## config.mk

```make
export PLATFORM = sky130hd
export DESIGN_NAME = perf_counter_bank
export DESIGN_NICKNAME = d
export VERILOG_FILES = /design/src/rtl/perf_cnt_pkg.sv /design/src/rtl/perf_cnt_channel.sv /design/src/rtl/perf_counter_bank.sv
export SDC_FILE = /design/constraint.sdc
export NUM_CORES = 1
export LEC_CHECK = 0
export BUFFER_PORTS_ARGS = -buffer_cell sky130_fd_sc_hd__buf_2
export CAP_MARGIN = 30
export CORE_MARGIN = 10
export CORE_UTILIZATION = 45
export CTS_BUF_LIST = sky130_fd_sc_hd__clkbuf_4 sky130_fd_sc_hd__clkbuf_8 sky130_fd_sc_hd__clkbuf_16
export DETAILED_ROUTE_END_ITERATION = 7
export GPL_ROUTABILITY_DRIVEN = 1
export PLACE_DENSITY_LB_ADDON = 0.05
export SKIP_CTS_REPAIR_TIMING = 1
export SLEW_MARGIN = 20
export SYNTH_ARGS = -nofsm -noshare
export SYNTH_HDL_FRONTEND = slang
export SYNTH_SLANG_ARGS = --single-unit
```

## constraint.sdc

```tcl
create_clock -name clk -period 8.4 [get_ports clk]
set_clock_uncertainty 0.2 [all_clocks]
set_input_delay 0.42 -clock clk [delete_from_list [all_inputs] [get_ports clk]]
set_output_delay 0.42 -clock clk [all_outputs]
set_load 0.02 [all_outputs]
```

## src/rtl/perf_cnt_pkg.sv

```systemverilog
// perf_cnt_pkg -- shared definitions for the performance counter bank.
//   snap_state_t : snapshot FSM states (IDLE, CAPTURE, DONE)
//   DEF_NUM_CH   : default number of counter channels
//   DEF_CNT_W    : default counter width
//   WRAP / SAT   : counter overflow modes (wrap to 0 / hold at max)
package perf_cnt_pkg;

  typedef enum logic [1:0] {
    IDLE    = 2'd0,
    CAPTURE = 2'd1,
    DONE    = 2'd2
  } snap_state_t;

  localparam int DEF_NUM_CH = 3;
  localparam int DEF_CNT_W  = 20;

  localparam int WRAP = 0;
  localparam int SAT  = 1;

endpackage

```

## src/rtl/perf_cnt_channel.sv

```systemverilog
// perf_cnt_channel -- one event counter with a sticky overflow flag.
// Ports:
//   clk    : clock, rising edge
//   rst    : asynchronous active-high reset
//   inc    : count one event this cycle
//   clr    : synchronous clear of counter and ovf (wins over inc)
//   freeze : ignore inc while high (ovf and clr unaffected)
//   cnt    : live counter value
//   ovf    : sticky overflow flag, cleared only by clr or rst
module perf_cnt_channel
  import perf_cnt_pkg::*;
#(
  parameter int CNT_W    = DEF_CNT_W,
  parameter int SATURATE = WRAP
) (
  input  logic             clk,
  input  logic             rst,
  input  logic             inc,
  input  logic             clr,
  input  logic             freeze,
  output logic [CNT_W-1:0] cnt,
  output logic             ovf
);

  always_ff @(posedge clk or posedge rst) begin
    if (rst) begin
      cnt <= '0;
      ovf <= 1'b0;
    end else if (clr) begin
      cnt <= '0;
      ovf <= 1'b0;
    end else if (inc && !freeze) begin
      if (cnt == '1) begin
        ovf <= 1'b1;
        // saturating channels simply keep the all-ones value
        if (SATURATE == WRAP) cnt <= '0;
      end else begin
        cnt <= cnt + CNT_W'(1);
      end
    end
  end

endmodule

```

## src/rtl/perf_counter_bank.sv

```systemverilog
// perf_counter_bank -- bank of NUM_CH event counters with snapshot shadows.
// Ports:
//   clk, rst  : clock (rising edge) and asynchronous active-high reset
//   inc, clr  : per-channel increment request / synchronous clear
//   freeze    : global hold of all increments
//   snap_req  : copy all live counters into the shadow registers
//   snap_done : one-cycle pulse while the snapshot FSM is in DONE
//   rd_sel    : shadow channel select; rd_data follows one cycle later
//   rd_data   : registered shadow value (0 for rd_sel >= NUM_CH)
//   ovf       : sticky per-channel overflow flags
//   irq       : threshold interrupt (only with PERF_CNT_IRQ_EN defined)
//   thresh    : shared interrupt threshold, 0 disables the compare
// Build option: define PERF_CNT_IRQ_EN to include the threshold interrupt;
// otherwise irq is tied low and thresh is unused.
module perf_counter_bank
  import perf_cnt_pkg::*;
#(
  parameter int  NUM_CH   = DEF_NUM_CH,
  parameter int  CNT_W    = DEF_CNT_W,
  parameter int  SATURATE = WRAP,
  localparam int RD_W     = (NUM_CH > 1) ? $clog2(NUM_CH) : 1
) (
  input  logic              clk,
  input  logic              rst,
  input  logic [NUM_CH-1:0] inc,
  input  logic [NUM_CH-1:0] clr,
  input  logic              freeze,
  input  logic              snap_req,
  output logic              snap_done,
  input  logic [RD_W-1:0]   rd_sel,
  output logic [CNT_W-1:0]  rd_data,
  output logic [NUM_CH-1:0] ovf,
  output logic              irq,
  input  logic [CNT_W-1:0]  thresh
);

  logic [CNT_W-1:0] cnt    [NUM_CH];
  logic [CNT_W-1:0] shadow [NUM_CH];

  snap_state_t state_q, state_d;
  logic        capture;

  for (genvar g = 0; g < NUM_CH; g++) begin : g_ch
    perf_cnt_channel #(
      .CNT_W   (CNT_W),
      .SATURATE(SATURATE)
    ) u_ch (
      .clk   (clk),
      .rst   (rst),
      .inc   (inc[g]),
      .clr   (clr[g]),
      .freeze(freeze),
      .cnt   (cnt[g]),
      .ovf   (ovf[g])
    );
  end

  always_ff @(posedge clk or posedge rst) begin
    if (rst) state_q <= IDLE;
    else     state_q <= state_d;
  end

  // The shadows load on the edge that enters CAPTURE, so they hold the
  // counter values seen before any increment or clear on that same edge.
  always_comb begin
    state_d = state_q;
    capture = 1'b0;
    case (state_q)
      IDLE: begin
        if (snap_req) begin
          state_d = CAPTURE;
          capture = 1'b1;
        end
      end
      CAPTURE: state_d = DONE;
      DONE:    state_d = IDLE;
      default: state_d = IDLE;
    endcase
  end

  assign snap_done = (state_q == DONE);

  always_ff @(posedge clk or posedge rst) begin
    if (rst) begin
      for (int unsigned i = 0; i < NUM_CH; i++) shadow[i] <= '0;
    end else if (capture) begin
      for (int unsigned i = 0; i < NUM_CH; i++) shadow[i] <= cnt[i];
    end
  end

  always_ff @(posedge clk or posedge rst) begin
    if (rst)                            rd_data <= '0;
    else if (32'(rd_sel) < 32'(NUM_CH)) rd_data <= shadow[rd_sel];
    else                                rd_data <= '0;
  end

`ifdef PERF_CNT_IRQ_EN
  // Per-channel pending bits keep irq up until every hitting channel is cleared.
  logic [NUM_CH-1:0] irq_pend;

  always_ff @(posedge clk or posedge rst) begin
    if (rst) begin
      irq_pend <= '0;
    end else begin
      for (int unsigned i = 0; i < NUM_CH; i++) begin
        if (clr[i])                                    irq_pend[i] <= 1'b0;
        else if (thresh != '0 && cnt[i] == thresh)     irq_pend[i] <= 1'b1;
      end
    end
  end

  assign irq = |irq_pend;
`else
  logic unused_thresh;
  assign unused_thresh = ^thresh;
  assign irq           = 1'b0;
`endif

endmodule

```

==> impl_metrics.json <==
{
  "area.sequential_mm2": 0.003628,
  "path_class": "flip-flop to flip-flop",
  "final_common_cell": "dfrtp_1",
  "mostFrequentLayoutCells": "dfrtp_1, mux2_2, o21ai_0, nand2_1, a21oi_1",
  "placed_cell_area_mm2": 0.006903,
  "vdd_drop_max_uv": 152.4,
  "grt_use_total_pct": 15.29,
  "root_buffer": "clkbuf_16",
  "status": "complete, no violations",
  "top_layer": "met4",
  "grt.overflow.total": 0,
  "arrival_ns": 2.55,
  "start_util_pct": 45.60,
  "via_count": 4515,
  "slew_violations": 0,
  "ys_seq_area_share_pct": 54.96,
  "multi_input_area_mm2": 0.002796,
  "grt_pass1_wl_um": 24580,
  "rsz0062_at_grt": "no",
  "place.port_buffers": 35,
  "dp_hpwl_um": 9895,
  "yosysWarningCount": 0,
  "hold_path_depth": 2,
  "hold_path.class": "primary input to flip-flop",
  "antenna_found_initial": 0,
  "core_mm2": 0.01448,
  "yosys.area.top_type": "dfrtp_1",
  "syn_area_per_cell_um2": 11.58,
  "die_x_um": 141.1,
  "reg2reg_depth": 6,
  "setup_viol": 0,
  "hold_start": "clr[2]",
  "netlist_area_mm2": 0.006603,
  "ys_top_cells_by_area": "dfrtp_1, mux2_2, o21ai_0",
  "cap_violations": 0,
  "num_rows": 44,
  "r2r-end": "g_ch[1].u_ch.cnt[7]",
  "postSynthCellCount": 570,
  "final_net_count": 639,
  "critPathLaunchType": "flip-flop",
  "first_pass_iters": 4,
  "fin_cells": 800,
  "wl_met3_um": 542,
  "grt_pass1_vias": 4628,
  "first_iter_violations": 242,
  "drc": 0,
  "end_kind": "flip-flop",
  "drt-total-wl_um": 14570,
  "place_congestion": 0.8037,
  "fp.dieArea_mm2": 0.01992,
  "avgViaCountPerCell": 5.644,
  "clock_latency_ns": 0.42,
  "final_cell_area_mm2": 0.007517,
  "fin_crit_ns": 2.454,
  "cts-buffers-inserted": 17,
  "num-fill-cells": 1283,
  "areaGrowthSynthToFinish_pct": 13.85,
  "rrSetupSlack_ns": 5.95,
  "worst-path-max-fanout": 11,
  "die_h_um": 141.1,
  "post_synth_num_cell_types": 45,
  "hold_viol": 0,
  "tightest_slew_ns": 0.8726,
  "synth_seq_cells": 145,
  "p_leak_nw": 3.460,
  "wl_per_cell_um": 18.22,
  "p_per_area_mw_per_mm2": 199.5,
  "pin_count": 57,
  "clockBufferDepth": 2,
  "clk_pin_slew_worst_paths_ns": 0.06,
  "numClockSinks": 145,
  "synthesis.nets": 605,
  "wl_met1_um": 6879,
  "setup-tns-final_ns": 0,
  "synth_top_area_share_pct": 54.96,
  "cts_tree": "done",
  "cp.required_ns": 8.49,
  "placed_cells": 764,
  "finalCritPeriodShare_pct": 29.22,
  "drtAntennaViolNets": 0,
  "maxSlewHeadroom_pct": 41.57,
  "max_freq_ghz": 0.4075,
  "drive_above_1_share_pct": 23.86,
  "diodes": 0,
  "grt_start_max_net_pins": 100,
  "r2r-start": "g_ch[1].u_ch.cnt[0]",
  "wl_met2_um": 7007,
  "hold_end": "g_ch[2].u_ch.cnt[1]",
  "cts_max_level": 4
}
[flip-flops by register name, indices dropped and copies added, names as in the netlist]
register       flops
rd_data           20
g_ch.u_ch.cnt     60
shadow            60
g_ch.u_ch.ovf      3
state_q            2
[through the flow]
| step | worst slack, ns | hold WS [ns] | total power, mW | utilization, % |
|---|---|---|---|---|
| 4_1_cts | 5.733 | 0.03754 | 1.519 | 51.45 |
| 5_1_grt | 5.774 | 0.1323 | 1.558 | 51.92 |
| 2_1_floorplan | 3.885 | 0.2365 | 0.7929 | - |
| 6_report | 5.946 | 0.1282 | 1.500 | 51.92 |
| 3_5_place_dp | 5.600 | 0.2714 | 0.8190 | 47.68 |
| 3_3_place_gp | 5.490 | 0.2647 | 0.8170 | 47.62 |
[routing by layer]
| layer | global-route usage, % | vias up |
|---|---|---|
| li1 | - | 2164 |
| met1 | 19.79 | 2273 |
| met2 | 23.95 | 69 |
| met3 | 3.762 | 9 |
| met4 | 6.196 | 0 |
| met5 | 0 | - |
[worst max path at each step]
stage | start | end | slack [ns] | depth (start not counted)
floorplan | rst | g_ch[0].u_ch.cnt[0] | 3.89 | 1
global placement | freeze | g_ch[0].u_ch.cnt[12] | 5.49 | 5
detailed placement | freeze | g_ch[2].u_ch.cnt[15] | 5.60 | 5
CTS | g_ch[1].u_ch.cnt[0] | g_ch[1].u_ch.cnt[3] | 5.73 | 5
global route | g_ch[1].u_ch.cnt[0] | g_ch[1].u_ch.cnt[8] | 5.77 | 6
finish | g_ch[1].u_ch.cnt[0] | g_ch[1].u_ch.cnt[7] | 5.95 | 6
[Yosys cell counts (all sizes together)]
library cell and n:
xor2 17, o31ai 15, buf 12, nor3b 1, and3 8, dfrtp 145, conb 1, and4 8
o22ai 1, and2 3, xnor2 2, o21a 3, o21ai 45, nor2 26, clkbuf 17, or2 1
mux2 60, or4b 2, o311ai 1, o2111ai 10, nand3 14, nand2 43, o41ai 7, or4 13
nor4 2, nand2b 3, a21oi 36, ha 3, nand4 9, nor2b 6, inv 10, mux2i 20
or3 17, o211ai 9
[power by group]
part / switching (mW) / internal (mW) / leakage, nW / total [mW]
sequential: 0.00865 / 0.710 / 2.02 / 0.718
combinational: 0.0572 / 0.0311 / 1.16 / 0.0884
clock: 0.272 / 0.421 / 0.283 / 0.693
total: 0.338 / 1.16 / 3.46 / 1.50
[final cells by class]
cell class,count,area share (%)
well taps,184,3.063
flip-flops and latches,145,48.27
clock buffers,25,6.874
repair buffers,44,3.629
clock inverters,6,0.3995
multi-input cells,386,37.20
inverters,10,0.5659
[kinds of logic after synthesis]
family	share of synthesized area, %
flip-flops	54.96
AND/OR/NAND/NOR	13.32
buffers and inverters	2.786
XOR/XNOR	2.520
adder cells (fa/ha/maj)	0.5686
other	0.05680
AO/OA/AOI/OAI	12.53
multiplexers	13.27
[worst max-delay path, cell delays in order, from the launching register on]
cell and delay [ns]:
dfrtp_1 0.45, ha_1 0.23, and2_1 0.26, nand4_4 0.22, o41ai_4 0.70, buf_6 0.23
a21oi_1 0.05
Power figures use the tool's default switching activity.
